## config.mk

```make
export PLATFORM = sky130hd
export DESIGN_NAME = mul_seq32_flat
export DESIGN_NICKNAME = d
export VERILOG_FILES = /design/src/rtl/mul_pkg.sv /design/src/rtl/mul_seq32_if.sv /design/src/rtl/add32.sv /design/src/rtl/negate32.sv /design/src/rtl/negate64.sv /design/src/rtl/mul_seq32.sv /design/src/flat_wrapper.sv
export SDC_FILE = /design/constraint.sdc
export NUM_CORES = 1
export LEC_CHECK = 0
export ABC_AREA = 1
export BUFFER_PORTS_ARGS = -buffer_cell sky130_fd_sc_hd__buf_2
export CORE_ASPECT_RATIO = 1.75
export CORE_MARGIN = 2
export CORE_UTILIZATION = 28
export CTS_BUF_LIST = sky130_fd_sc_hd__clkbuf_2 sky130_fd_sc_hd__clkbuf_4 sky130_fd_sc_hd__clkbuf_8
export CTS_CLUSTER_DIAMETER = 150
export DETAILED_ROUTE_END_ITERATION = 6
export GPL_TIMING_DRIVEN = 1
export PLACE_DENSITY_LB_ADDON = 0.3
export SLEW_MARGIN = 20
export SYNTH_ARGS = -nofsm -noshare
export SYNTH_HDL_FRONTEND = slang
export SYNTH_HIERARCHICAL = 1
export SYNTH_SLANG_ARGS = --single-unit
```

## constraint.sdc

```tcl
create_clock -name clk -period 8.74 [get_ports clk]
set_input_delay 2.622 -clock clk [delete_from_list [all_inputs] [get_ports clk]]
set_output_delay 2.622 -clock clk [all_outputs]
set_load 0.1 [all_outputs]
```

## src/rtl/mul_pkg.sv

```systemverilog
// Shared constants and types for the sequential 32x32 multiplier.
package mul_pkg;

   localparam int unsigned WIDTH = 32;
   localparam int unsigned ITERS = 32;
   localparam int unsigned CNT_W = $clog2(ITERS);

   typedef enum logic [1:0] {IDLE, RUN, FIX, DONE} state_e;

   typedef logic [2*WIDTH-1:0] prod_t;

endpackage

```

## src/rtl/mul_seq32_if.sv

```systemverilog
// Request/result bundle between the execute control and the multiplier.
interface mul_seq32_if;
   import mul_pkg::*;

   logic             start;
   logic [WIDTH-1:0] A;
   logic [WIDTH-1:0] B;
   logic             us;
   logic [WIDTH-1:0] P_hi;
   logic [WIDTH-1:0] P_lo;
   logic             busy;
   logic             done;

   modport master (output start, A, B, us, input P_hi, P_lo, busy, done);
   modport slave (input start, A, B, us, output P_hi, P_lo, busy, done);

endinterface

```

## src/rtl/add32.sv

```systemverilog
// 32-bit adder with carry in and carry out.
module add32 (
   input  logic [31:0] a_i,
   input  logic [31:0] b_i,
   input  logic        cin_i,
   output logic [31:0] sum_o,
   output logic        cout_o
);

   assign {cout_o, sum_o} = {1'b0, a_i} + {1'b0, b_i} + {32'd0, cin_i};

endmodule

```

## src/rtl/negate32.sv

```systemverilog
// 32-bit two's-complement negate.
module negate32 (
   input  logic [31:0] a_i,
   output logic [31:0] y_o
);

   assign y_o = ~a_i + 32'd1;

endmodule

```

## src/rtl/negate64.sv

```systemverilog
// 64-bit two's-complement negate, used for the final sign fix.
module negate64 (
   input  logic [63:0] a_i,
   output logic [63:0] y_o
);

   assign y_o = ~a_i + 64'd1;

endmodule

```

## src/rtl/mul_seq32.sv

```systemverilog
// Sequential radix-2 shift-add multiplier: magnitudes are multiplied over 32
// iterations, then the product sign is applied in a single fix-up cycle.
module mul_seq32
   import mul_pkg::*;
(
   input logic        clk,
   input logic        rst,
   mul_seq32_if.slave bus
);

   state_e           state_q, state_d;
   logic [WIDTH-1:0] abs_a_q, abs_a_d;
   logic [WIDTH-1:0] mplr_q, mplr_d;
   logic             neg_q, neg_d;
   logic [CNT_W-1:0] cnt_q, cnt_d;
   prod_t            acc_q, acc_d;
   prod_t            prod_q, prod_d;

   logic [WIDTH-1:0] neg_a;
   logic [WIDTH-1:0] neg_b;
   logic [WIDTH-1:0] sum;
   logic             carry;
   prod_t            neg_acc;

   negate32 u_neg_a (
      .a_i (bus.A),
      .y_o (neg_a)
   );

   negate32 u_neg_b (
      .a_i (bus.B),
      .y_o (neg_b)
   );

   add32 u_add (
      .a_i    (acc_q[2*WIDTH-1:WIDTH]),
      .b_i    (abs_a_q),
      .cin_i  (1'b0),
      .sum_o  (sum),
      .cout_o (carry)
   );

   negate64 u_neg_acc (
      .a_i (acc_q),
      .y_o (neg_acc)
   );

   // Next-state and datapath update for the IDLE/RUN/FIX/DONE sequence.
   always_comb begin
      state_d = state_q;
      abs_a_d = abs_a_q;
      mplr_d  = mplr_q;
      neg_d   = neg_q;
      cnt_d   = cnt_q;
      acc_d   = acc_q;
      prod_d  = prod_q;

      unique case (state_q)
         IDLE, DONE: begin
            acc_d = '0;
            cnt_d = '0;
            if (bus.start) begin
               // -2^31 negates to itself, which read unsigned is the right magnitude.
               abs_a_d = (bus.us && bus.A[WIDTH-1]) ? neg_a : bus.A;
               mplr_d  = (bus.us && bus.B[WIDTH-1]) ? neg_b : bus.B;
               neg_d   = bus.us & (bus.A[WIDTH-1] ^ bus.B[WIDTH-1]);
               state_d = RUN;
            end else begin
               state_d = IDLE;
            end
         end
         RUN: begin
            // The add carry becomes the new MSB after the right shift.
            if (mplr_q[0]) begin
               acc_d = {carry, sum, acc_q[WIDTH-1:1]};
            end else begin
               acc_d = {1'b0, acc_q[2*WIDTH-1:1]};
            end
            mplr_d = mplr_q >> 1;
            cnt_d  = cnt_q + 1'b1;
            if (cnt_q == CNT_W'(ITERS - 1)) begin
               state_d = FIX;
            end
         end
         FIX: begin
            prod_d  = neg_q ? neg_acc : acc_q;
            state_d = DONE;
         end
         default: state_d = IDLE;
      endcase
   end

   // State and datapath registers; reset discards any operation in flight.
   always_ff @(posedge clk or posedge rst) begin
      if (rst) begin
         state_q <= IDLE;
         abs_a_q <= '0;
         mplr_q  <= '0;
         neg_q   <= 1'b0;
         cnt_q   <= '0;
         acc_q   <= '0;
         prod_q  <= '0;
      end else begin
         state_q <= state_d;
         abs_a_q <= abs_a_d;
         mplr_q  <= mplr_d;
         neg_q   <= neg_d;
         cnt_q   <= cnt_d;
         acc_q   <= acc_d;
         prod_q  <= prod_d;
      end
   end

   assign bus.P_hi = prod_q[2*WIDTH-1:WIDTH];
   assign bus.P_lo = prod_q[WIDTH-1:0];
   assign bus.busy = (state_q == RUN) || (state_q == FIX);
   assign bus.done = (state_q == DONE);

endmodule

```

## src/flat_wrapper.sv

```systemverilog
// flat-port wrapper written by rule: the top's interface ports become plain ports
module mul_seq32_flat import mul_pkg::*;
  (clk, rst, bus_start, bus_A, bus_B, bus_us, bus_P_hi, bus_P_lo, bus_busy, bus_done);
  mul_seq32_if bus_i ();
  input logic clk;
  input logic rst;
  input wire logic [$bits(bus_i.start)-1:0] bus_start;
  input wire logic [$bits(bus_i.A)-1:0] bus_A;
  input wire logic [$bits(bus_i.B)-1:0] bus_B;
  input wire logic [$bits(bus_i.us)-1:0] bus_us;
  output wire logic [$bits(bus_i.P_hi)-1:0] bus_P_hi;
  output wire logic [$bits(bus_i.P_lo)-1:0] bus_P_lo;
  output wire logic [$bits(bus_i.busy)-1:0] bus_busy;
  output wire logic [$bits(bus_i.done)-1:0] bus_done;
  assign bus_i.start = bus_start;
  assign bus_i.A = bus_A;
  assign bus_i.B = bus_B;
  assign bus_i.us = bus_us;
  assign bus_P_hi = bus_i.P_hi;
  assign bus_P_lo = bus_i.P_lo;
  assign bus_busy = bus_i.busy;
  assign bus_done = bus_i.done;
  mul_seq32 u_core (.clk(clk), .rst(rst), .bus(bus_i));
endmodule
```

-- Word level (Yosys, flattened, before mapping)
Index checks and enable logic that the tools add are counted.
- output and inout port bits: 66
- bits in registers: 200
- logic and storage cells: 42
- multiplexer cells: 11
- add/subtract/negate cells: 5
- reductions and logical operators: 8
- equal/unequal tests: 6
- bitwise logic cells: 5
- operators by type and width (operator ; count):
    64-bit 2-to-1 mux ; 2
    64-bit one-hot mux with 2 select lines ; 1
    32-bit 2-to-1 mux ; 3
    32-bit by 1-bit adder with 32-bit output, second input constant ; 2
    64-bit by 1-bit adder with 64-bit output, second input constant ; 1
    32-bit NOT ; 2
    64-bit NOT ; 1
    32-bit one-hot mux with 2 select lines ; 1
    32-bit by 32-bit adder with 33-bit output ; 1
    5-bit one-hot mux with 2 select lines ; 1
    2-bit one-hot mux with 3 select lines ; 1
    5-bit by 1-bit adder with 5-bit output, second input constant ; 1
    5-bit equality test, second input constant ; 1
    2-bit equality test, second input constant ; 2
    2-bit AND reduction ; 2
    2-bit by 1-bit equality test with 1-bit output, second input constant ; 1
    1-bit logical AND ; 2
    2-bit zero test ; 1
    2-bit 2-to-1 mux ; 1
    2-bit by 1-bit inequality test with 1-bit output, second input constant ; 1
    2-bit inequality test, second input constant ; 1
    2-bit nonzero test ; 1
    2-bit OR reduction ; 1
    1-bit AND ; 1
    other kinds (3) ; 3

-- Depth between registers and ports, before layout
- word-level depth: 5
- depth in mapped cells: 14

-- Hierarchy
The synthesis kept the hierarchy.
- by module, submodules not included (module ; sequential area each (um2) ; area an instance (um2) ; times used ; cells an instance):
    mul_seq32 ; 5004.8 ; 9322.7 ; 1 ; 1136
    add32 ; 0.0 ; 2401.1 ; 1 ; 502
    negate64 ; 0.0 ; 2194.6 ; 1 ; 468
    negate32 ; 0.0 ; 909.6 ; 2 ; 187

-- Worst setup path after synthesis
No wires, ideal clock.
- path kind: reg-to-output
- from: register u_core.state_q[0]
- to: output port bus_busy
- slack: 4.711 ns
- cell stages (with the launch flop): 4
- buffers on the path: 0
- arrival: 1.407 ns
- cells stage by stage: dfrtp_1 inv_1 ha_1 inv_1
- word-level cells in the longest chain between the ends: 2
- elaborated cells on any way between the ends: 3
- those cells by class: eq/ne: 2; reduce/logical: 1
- ends and longest elaborated chain (what ; RTL line ; RTL):
    start, declared ; mul_seq32.sv:11 ; state_e state_q, state_d;
    start signal, assigned ; mul_seq32.sv:104 ; state_q <= state_d;
    2-bit by 1-bit equality test with 1-bit output or 2-bit equality test (tied branches) ; mul_seq32.sv:116 ; assign bus.busy = (state_q == RUN) || (state_q == FIX);
    1-bit logical OR * ; mul_seq32.sv:116 ;
    end, declared ; flat_wrapper.sv:13 ; output wire logic [$bits(bus_i.busy)-1:0] bus_busy;
Every way passes the cells marked *; elsewhere a longest branch is shown, timed or not.

-- Worst setup path after layout
Same ends and word-level chain as after synthesis.

==> flow_metrics.py <==
metrics = {
    "outcome": {
        "status": "completed",
    },
    "layout": {
        "syn_to_final_growth_pct": 9.99,
        "ff_latch_area_um2": 5010,
        "drive_gt1_share_pct": 11.9,
        "fin_nets": 2665,
        "layout.cells.non_filler": 3274,
        "multi_input_area_um2": 9360,
        "fin_area_um2": 17300,
        "num-fill-cells": 6344,
        "fin_util_pct": 31.0,
    },
    "logic_synthesis": {
        "synth_edf_count": 0,
        "synthArstFlopShare_pct": 100,
        "syn_area_um2": 15700,
        "yosysWarnings": 6,
        "postSynthCellCount": 2480,
        "synthDistinctLibCells": 38,
        "avgSynthCellArea_um2": 6.35,
        "synth_seq_cells": 200,
        "dominantRegCellSynth": "dfrtp_1",
        "ys_seq_area_share_pct": 31.8,
        "syn_nets": 2590,
    },
    "floorplan": {
        "io_pins": 134,
        "start_util_pct": 28.2,
        "core_um2": 55800,
        "chipWidth_um": 183,
        "die_h_um": 318,
        "die-area_um2": 58200,
        "row_count": 115,
    },
    "setup_path": {
        "arrival_ns": 1.91,
        "cp_top_family": "buffers and inverters",
        "critPathKind": "flip-flop to output port",
        "path_buf_inv": 3,
        "crit_top_cell": "inv_1",
        "cp_max_fo": 4,
        "r2r_cells": 6,
        "endpoint_kind": "output port",
        "cp.depth": 4,
        "critPathRequiredTime_ns": 6.12,
        "reg2reg_from": "u_core/state_q[1]$_DFFE_PP0P_",
        "cpPeakStageDelay_ns": 0.43,
        "crit_chain": "inv_1, ha_1, inv_1, buf_2",
        "critPathLaunchType": "flip-flop",
        "slowest_stage": "buf_2",
        "r2r_setup_slack_ns": 5.71,
        "endpoint": "bus_busy",
        "r2r-end": "u_core/acc_q[0]$_DFFE_PP0P_",
        "cp-startpoint": "u_core/state_q[0]$_DFFE_PP0P_",
    },
    "place": {
        "post-dp-hpwl_um": 41700,
        "io_buffer_count": 133,
        "dp.cells": 3238,
        "dp_slack_ns": 3.96,
        "gp_congestion": 0.932,
        "place_area_um2": 16900,
    },
    "power_and_ir_drop": {
        "ir_worst_vdd_mv": 0.164,
        "power.total_mw": 7.08,
        "power_leakage_nw": 9.01,
        "cellPowerDensity_nw_per_um2": 409,
    },
    "sta": {
        "finalSetupTns_ns": 0,
        "skew_ns": 0.0208,
        "max_slew_margin_pct": 32.2,
        "hold_viol_final": 0,
        "maxSlewViolCount": 0,
        "holdWs_ns": 0.485,
        "layout_min_cycle_time_ns": 4.53,
        "rsz0062_at_grt": "no",
        "setup_viol_count_final": 0,
        "tightest_slew_ns": 1.02,
        "fmax_mhz": 221,
        "fin_ws_ns": 4.21,
        "fin_crit_sh_pct": 51.8,
    },
    "route": {
        "dr.max_layer_used": "met4",
        "wl_met1_um": 21200,
        "drc": 0,
        "drtIter0Drc": 857,
        "wl_per_cell_um": 16.5,
        "vias": 15800,
        "met3_length_um": 1730,
        "wl_um": 53900,
        "drtAntennaViolNets": 0,
        "viasPerCell": 4.82,
        "wl_met2_um": 28300,
        "dr.pass1.iters": 5,
    },
    "grt": {
        "grt_pass1_vias": 15900,
        "overflow": 0,
        "track_usage_pct": 18.8,
        "antenna_found_initial": 5,
        "grt_pass1_wl_um": 86500,
        "grt_max_degree": 101,
    },
    "flow_run": {
        "max-cap-violations": 0,
    },
    "clock_tree": {
        "cts_buffer_depth": 2,
        "cts_tree": "built",
        "cts-resized-gates": 0,
        "post-cts-setup-buffer-count": 0,
        "cts_made_buffers": 17,
        "postCtsHoldBufs": 0,
        "clk_latency_ns": 0.51,
        "clockRootBuffer": "clkbuf_8",
        "cts.sink_count": 200,
        "path_clk_slew_ns": 0.11,
        "htreeDepth": 4,
    },
    "hold_path": {
        "hold_depth": 2,
        "hold_path.class": "flip-flop to flip-flop",
    },
}
cells in the final DEF (no fill, tap or decap), types with 2 or more instances in the layout:
master      count
nand2_1       772
nor2_1        405
inv_1         238
dfrtp_1       199
o21ai_0       179
nand3_1       153
buf_2         133
a21oi_1        85
xor2_1         49
ha_1           39
nand2_2        33
o22ai_1        32
or2_2          31
o21ai_1        28
xnor2_1        28
nor2_2         23
o21bai_1       19
clkbuf_8       18
nor2_4         18
nand4_1        15
buf_4          10
inv_2           8
nor3_1          8
diode_2         5
inv_8           5
clkinv_4        5
nor2_8          5
nand2_4         5
clkinvlp_4      4
nand3_2         3
nand3b_1        3
a22o_1          2
fa_1            2
and2_1          2
layout make-up:
class | count | share of cell area (%)
Clock inverter | 13 | 0.687
Multi-Input combinational cell | 1944 | 54.1
Antenna cell | 5 | 0.0723
Timing Repair Buffer | 143 | 4.28
Clock buffer | 18 | 1.43
Tap cell | 702 | 5.07
Sequential cell | 200 | 28.9
Inverter | 249 | 5.46
synthesized netlist by cell type, drive strengths merged (3+ instances only):
master | count | area [um2]
o22ai | 32 | 200
buf | 41 | 264
nand3b | 3 | 22.5
ha | 40 | 500
a21oi | 85 | 425
clkbuf | 46 | 176
nor2 | 451 | 1970
nor3 | 8 | 40.0
dfrtp | 200 | 5000
o21bai | 19 | 143
xor2 | 49 | 429
nand3 | 156 | 796
nand4 | 15 | 93.8
o21ai | 208 | 1050
nand2 | 810 | 3160
inv | 248 | 933
or2 | 31 | 194
xnor2 | 28 | 245
registers in the layout (all words and copies together) (netlist names):
name,count
u_core/mplr_q,32
u_core/acc_q,64
u_core/cnt_q,5
u_core/state_q,2
u_core/neg_q,1
u_core/prod_q,64
u_core/abs_a_q,32
tightest hold or removal path, stage by stage (launching register included):
cell and delay, ns:
dfrtp_1 0.35, nand2_1 0.05, nand2_1 0.06
worst min-delay path by stage:
stage	start	endpoint	slack, ns
2_1_floorplan	u_core/mplr_q[10]$_DFFE_PP0P_	u_core/mplr_q[10]$_DFFE_PP0P_	0.44
3_3_place_gp	u_core/mplr_q[17]$_DFFE_PP0P_	u_core/mplr_q[17]$_DFFE_PP0P_	0.46
3_5_place_dp	u_core/mplr_q[6]$_DFFE_PP0P_	u_core/mplr_q[6]$_DFFE_PP0P_	0.46
4_1_cts	u_core/mplr_q[22]$_DFFE_PP0P_	u_core/mplr_q[22]$_DFFE_PP0P_	0.49
5_1_grt	u_core/mplr_q[4]$_DFFE_PP0P_	u_core/mplr_q[4]$_DFFE_PP0P_	0.50
6_report	u_core/mplr_q[22]$_DFFE_PP0P_	u_core/mplr_q[22]$_DFFE_PP0P_	0.48
kinds of logic after synthesis:
group	count (synthesis)	share of synthesized area [%]
other cells	1	0.0238
simple gates	1477	40.0
flops	200	31.8
compound gates	347	11.7
fa+ha+maj	42	3.43
xor+xnor	77	4.29
buf+inv	336	8.75
power by group:
group	total, mW	internal [mW]	switching [mW]
logic	4.86	1.29	3.57
registers	1.63	1.26	0.365
clock network	0.595	0.212	0.382
total	7.08	2.77	4.31
layer usage:
metal / vias up / global-route usage (%)
li1: 7978 / -
met1: 7318 / 20.9
met2: 359 / 35.1
met3: 110 / 1.98
met4: 0 / 9.44
met5: - / 0
No activity file was read; power rests on OpenSTA's default activity.
